`src/rtl/pc_redirect_unit.sv`:
```
// PC sequencer for the RV32IC core: sequential advance by 2/4 bytes, redirect with a fixed flush window.
// Optional feature macro: MISALIGN_TRAP_EN (odd redirect targets vector to TRAP_VEC and pulse misalign_trap).
module pc_redirect_unit #(
    parameter logic [31:0] RESET_PC     = 32'h0000_0000,
    parameter int unsigned FLUSH_CYCLES = 2,
    parameter logic [31:0] TRAP_VEC     = 32'h0000_0100
) (
    input  logic        clk,
    input  logic        rst_n,
    input  logic        stall,
    input  logic        is_compressed,
    input  logic        branch_taken,
    input  logic        jump,
    input  logic [31:0] redirect_target,
    output logic [31:0] pc,
    output logic [31:0] pc_link,
    output logic        fetch_valid,
    output logic        flush,
    output logic        misalign_trap
);

    typedef enum logic {
        RUN   = 1'b0,
        FLUSH = 1'b1
    } state_t;

    localparam logic [2:0] CNT_LOAD = 3'(FLUSH_CYCLES - 1);

    state_t      state_q, state_d;
    logic [2:0]  cnt_q, cnt_d;
    logic [31:0] pc_q, pc_d;
    logic        fetch_valid_q, fetch_valid_d;
    logic        flush_q, flush_d;
    logic        trap_q, trap_d;

    logic        redirect;
    logic        misaligned;
    logic [31:0] target_pc;
    logic        unused_cfg;

    assign redirect = branch_taken | jump;
    assign pc_link  = pc_q + (is_compressed ? 32'd2 : 32'd4);

`ifdef MISALIGN_TRAP_EN
    assign misaligned = redirect_target[0];
    assign target_pc  = misaligned ? {TRAP_VEC[31:1], 1'b0} : {redirect_target[31:1], 1'b0};
    assign unused_cfg = 1'b0;
`else
    assign misaligned = 1'b0;
    assign target_pc  = {redirect_target[31:1], 1'b0};
    // Target bit 0 and the trap vector only matter when the trap feature is built in.
    assign unused_cfg = ^{redirect_target[0], TRAP_VEC};
`endif

    always_comb begin
        state_d       = state_q;
        cnt_d         = cnt_q;
        pc_d          = pc_q;
        fetch_valid_d = fetch_valid_q;
        flush_d       = flush_q;
        trap_d        = 1'b0;

        case (state_q)
            RUN: begin
                if (!fetch_valid_q) begin
                    // First cycle out of reset: start fetching at RESET_PC.
                    fetch_valid_d = 1'b1;
                end else if (redirect) begin
                    pc_d          = target_pc;
                    state_d       = FLUSH;
                    cnt_d         = CNT_LOAD;
                    flush_d       = 1'b1;
                    fetch_valid_d = 1'b0;
                    trap_d        = misaligned;
                end else if (!stall) begin
                    pc_d = {pc_link[31:1], 1'b0};
                end
            end
            FLUSH: begin
                // Inputs here belong to squashed instructions and are ignored.
                if (cnt_q == 3'd0) begin
                    state_d       = RUN;
                    flush_d       = 1'b0;
                    fetch_valid_d = 1'b1;
                end else begin
                    cnt_d = cnt_q - 3'd1;
                end
            end
            default: begin
                state_d = RUN;
            end
        endcase
    end

    always_ff @(posedge clk or negedge rst_n) begin
        if (!rst_n) begin
            state_q       <= RUN;
            cnt_q         <= 3'd0;
            pc_q          <= {RESET_PC[31:1], 1'b0};
            fetch_valid_q <= 1'b0;
            flush_q       <= 1'b0;
            trap_q        <= 1'b0;
        end else begin
            state_q       <= state_d;
            cnt_q         <= cnt_d;
            pc_q          <= pc_d;
            fetch_valid_q <= fetch_valid_d;
            flush_q       <= flush_d;
            trap_q        <= trap_d;
        end
    end

    assign pc            = pc_q;
    assign fetch_valid   = fetch_valid_q;
    assign flush         = flush_q;
    assign misalign_trap = trap_q;

endmodule

```
`config.mk`:
```
export PLATFORM = sky130hd
export DESIGN_NAME = pc_redirect_unit
export DESIGN_NICKNAME = d
export VERILOG_FILES = /design/src/rtl/pc_redirect_unit.sv
export SDC_FILE = /design/constraint.sdc
export NUM_CORES = 1
export LEC_CHECK = 0
export ABC_AREA = 1
export BUFFER_PORTS_ARGS = -buffer_cell sky130_fd_sc_hd__buf_4
export CAP_MARGIN = 25
export CORE_UTILIZATION = 50
export CTS_CLUSTER_DIAMETER = 50
export DETAILED_ROUTE_END_ITERATION = 10
export PLACE_DENSITY = 0.8
export REMOVE_ABC_BUFFERS = 1
export SYNTH_ARGS = -nofsm -noshare
export SYNTH_HDL_FRONTEND = slang
export SYNTH_SLANG_ARGS = --single-unit
```
`constraint.sdc`:
```
create_clock -name clk -period 2.27 [get_ports clk]
set_clock_uncertainty 0.15 [all_clocks]
set_input_delay 0.1135 -clock clk [delete_from_list [all_inputs] [get_ports clk]]
set_output_delay 0.1135 -clock clk [all_outputs]
set_load 0.05 [all_outputs]
```
==> out/results.env <==
CLOCK_TREE.ROOT_CELL='sky130_fd_sc_hd__clkbuf_8'
END_KIND='output port'
ROWS=26
NETS=614
GRT_MAX_DEGREE=53
SYNTH_COMPOUND_AREA_SHARE_PCT=7.09
HOLD_SLACK_NS=-0.00223
ROUTE.DETAILED.VIAS_PER_INST=5.16
REGTOREGSTARTPOINT='pc[2]'
SYNTH.AREA.TOP_CELLS='sky130_fd_sc_hd__dfrtp_1 (33%), sky130_fd_sc_hd__nand2_1 (23%), sky130_fd_sc_hd__nor2_1 (12%), sky130_fd_sc_hd__inv_1 (4.8%), sky130_fd_sc_hd__nand3_1 (3.5%)'
TIMING.CRITICAL_PATH.ARRIVAL_NS=2.01
CLKLATENCYLATEPIN_NS=0.29
ANTENNA_VIOLATING_NETS_POST_ROUTE=0
FINAL_CELL_COUNT_NO_FILL=641
SYNTH_XOR_AREA_SHARE_PCT=2.79
CP_MAX_FO=6
GR-USAGE-ALL-LAYERS_PCT=29.3
POST-ROUTE-UTIL_PCT=76.5
REPORT.FINAL.SLEW_VIOL_COUNT=0
DIEHEIGHT_UM=77.2
CELLPOWERDENSITY_nW_PER_UM2=1770
N_ANTENNA_CELL=0
TIMING.CRITICAL_PATH.FROM_TYPE='flop'
SYNTH_ADDER_AREA_SHARE_PCT=2.48
SLEW_HEADROOM_PCT=63.9
SYNTHSIMPLEGATEAREAFRAC_PCT=46.9
GRT_PASS1_WL_UM=14000
CLOCKBUFFERDEPTH=2
GRT_SETUP_UNREPAIRED='yes'
PROPORTION_OF_REGISTER_BITS_WITH_ASYNCHRONOUS_SET_OR_RESET_AFTER_SYNTHESIS_PCT=100
CRIT_PATH_TO='pc_link[16]'
HOLD_PATH.CLASS='in -> reg'
IO_BUFFERS=100
ROUTED_WIRE_LENGTH_PER_INSTANCE_UM=13.5
TIGHTESTPINTRANSITION_NS=0.542
NUMCLOCKSINKS=37
YOSYSTOPAREACELLSHARE_PCT=32.8
CLK_TRANSITION_REPORTED_PATHS_NS=0.08
STATUS='finished, violations left'
DIE_WIDTH_UM=77.2
FINAL.SETUP.WORST_SLACK_NS=-0.00289
DOMINANT_COMBINATIONAL_CELL_FAMILY_BY_AREA_AFTER_SYNTHESIS='simple AND/OR/NAND/NOR gates'
SYNTH_EDF_COUNT=0
P_LEAK_nW=2.08
DP_HPWL_UM=5990
POST_SYNTH_NUM_CELL_TYPES=30
TRITONCTS_CLOCK_TREE='done'
ANTENNA_FOUND_INITIAL=0
FINAL_LAYOUT_SIZE_SUFFIX_GT1_SHARE_PCT=26.3
TIMING.REG2REG.WORST_PATH_DEPTH=10
REGISTER_AREA_SHARE_AFTER_SYNTHESIS_PCT=32.8
CELL_TYPE_WITH_THE_HIGHEST_AGGREGATE_AREA_IN_THE_NETLIST='sky130_fd_sc_hd__dfrtp_1'
CRIT_SLOWEST_CELL='sky130_fd_sc_hd__dfrtp_2'
FIRST_PASS_DRT_ITERATIONS=5
INITIALDRTVIOLATIONCOUNT=220
NUMBER_OF_LEVELS_IN_THE_CLOCK_H_TREE=2
SYNTH-MAIN-FF-CELL='sky130_fd_sc_hd__dfrtp_1'
INITIAL_STANDARD_CELL_UTILIZATION_OF_THE_CORE_PCT=53.6
CRITICAL_PATH.CELL_CHAIN='ha_1 -> nand3_1 -> nand2_2 -> inv_2 -> nor2_4 -> nand3b_1 -> nand2_1 -> buf_6'
NETLIST_INSTANCES=452
VIAS=3308
CAP_VIOL_MAX_COUNT=0
CTS-BUFFERS-INSERTED=5
POST-PLACE-WS_NS=0.134
VIAS_IN_THE_FIRST_GLOBAL_ROUTE=3149
REQUIRED_NS=2.01
FLOW.AREA_GROWTH_FROM_SYNTHESIS_PCT=42.8
TIMING.RR.END='pc[28]'
VDD_DROP_MAX_mV=1.29
HOLD_VIOLATIONS=1
SYNTH_TOP_CELLS_BY_COUNT='sky130_fd_sc_hd__nand2_1 (174), sky130_fd_sc_hd__nor2_1 (87), sky130_fd_sc_hd__dfrtp_1 (37), sky130_fd_sc_hd__inv_1 (36), sky130_fd_sc_hd__nand3_1 (20)'
VIOLATIONS='negative hold slack, negative setup slack'
OVERFLOW_AFTER_GRT=0
MAXCLOCKFREQUENCY_MHz=440
SYN-MEAN-INSTANCE-AREA_UM2=6.25
SYNTH.FF_LATCH_COUNT=37
DRC_VIOLATIONS_LEFT=0
FINALWEIGHTEDCONGESTION=0.842
PLACE_INST=612
REGTOREGSETUPSLACK_NS=0.35
WORSTSETUPSTARTPOINT='pc[2]'
CORE_AREA_UM2=5270
FLOORPLAN.DIE_AREA_UM2=5950
SYNTH.MUX.AREA_FRACTION_PCT=0
CRITPATHKIND='reg -> out'
PERIOD_MINUS_SLACK_NS=2.27
TOP_COUNT_CELL_POST_SYNTH='sky130_fd_sc_hd__nand2_1'
FINALCRITPERIODSHARE_PCT=100
TOTALWIRELENGTH_UM=8660
FINALSETUPVIOLATIONS=1
YS.WARNINGS.COUNT=0
CRITPATHMAXSTAGEDELAY_NS=0.45
SYNTHESIS.AREA_UM2=2820
I_O_PINS=105
worst max-delay path: cells and delay by family (launching register included):
family	cells	cell delay, ns
DFF	1	0.45
and+or+nand+nor	5	0.72
adders and majority gates	1	0.31
buffers and inverters	2	0.23
routing by layer:
metal | track usage (%) | vias to the layer above | part of all wire (%)
li1 | - | 1637 | -
met1 | 36.1 | 1529 | 42
met2 | 52.7 | 129 | 50
met3 | 4.29 | 13 | 5.9
met4 | 7.55 | 0 | 1.4
met5 | 0 | - | 0
per-stage QoR:
stage | total power [mW] | instance area, um2 | setup TNS (ns)
2_1_floorplan | 4.83 | 2760 | -4.97
4_1_cts | 6.94 | 3930 | -0.0261
3_3_place_gp | 6.18 | 3610 | 0
5_1_grt | 7.52 | 4030 | -0.438
3_5_place_dp | 6.27 | 3610 | 0
6_report | 7.12 | 4030 | -0.00289
cells by family (layout without fill, tap and decap cells):
kind of cell / count (synthesis) / count (layout)
buf+inv: 53 / 170
fa+ha+maj: 5 / 5
other cells: 1 / 3
compound gates: 36 / 36
xor+xnor: 9 / 9
flops: 37 / 37
simple gates: 311 / 311
layout make-up:
class / instances / area [um2]
inverter: 39 / 146
clock inverter: 2 / 35.0
clock buffer: 5 / 68.8
timing repair buffer: 124 / 1020
tap: 70 / 87.6
fill: 411 / 1240
sequential: 37 / 927
multi-input combinational: 364 / 1740
flip-flops by register name, summed over array words and instances (netlist names):
register,count
cnt_q,3
fetch_valid,1
flush,1
pc,31
state_q,1
worst min path at each step:
| stage | startpoint | to | cells after the start |
|---|---|---|---|
| 2_1_floorplan | rst_n | cnt_q[0] | 0 |
| 3_3_place_gp | rst_n | pc[4] | 1 |
| 3_5_place_dp | rst_n | pc[4] | 1 |
| 4_1_cts | redirect_target[11] | pc[11] | 5 |
| 5_1_grt | redirect_target[15] | pc[15] | 3 |
| 6_report | redirect_target[23] | pc[23] | 5 |
report_power, final:
| group | switching [mW] | leakage, nW | internal, mW |
|---|---|---|---|
| combinational | 3.54 | 1.59 | 1.54 |
| sequential | 0.489 | 0.440 | 0.993 |
| clock | 0.239 | 0.0540 | 0.319 |
| total | 4.27 | 2.08 | 2.85 |
placed cells by master, fill, tap and decap left out, drive strengths merged:
master | Yosys | final
nand2 | 181 | 181
dlygate4sd3 | 0 | 16
nand3 | 21 | 21
clkbuf | 4 | 5
nand3b | 12 | 12
nor2 | 96 | 96
buf | 10 | 108
xnor2 | 4 | 4
conb | 1 | 3
dfrtp | 37 | 37
bufinv | 0 | 1
o21ai | 14 | 14
a22oi | 2 | 2
clkinv | 0 | 1
a31oi | 2 | 2
o21bai | 1 | 1
xor2 | 5 | 5
nor3 | 1 | 1
inv | 39 | 39
o22ai | 5 | 5
ha | 4 | 4
a21oi | 12 | 12
fa | 1 | 1
what timing repair did:
| action | CTS | global route |
|---|---|---|
| endpoints found under the setup margin | 12 | 23 |
| gates resized for setup | 10 | 23 |
| hold endpoints to repair | 52 | 0 |
| hold buffers | 16 | 0 |
| buffers inserted | 2 | 4 |
| pin swaps | 2 | 14 |
Power figures use the tool's default switching activity.
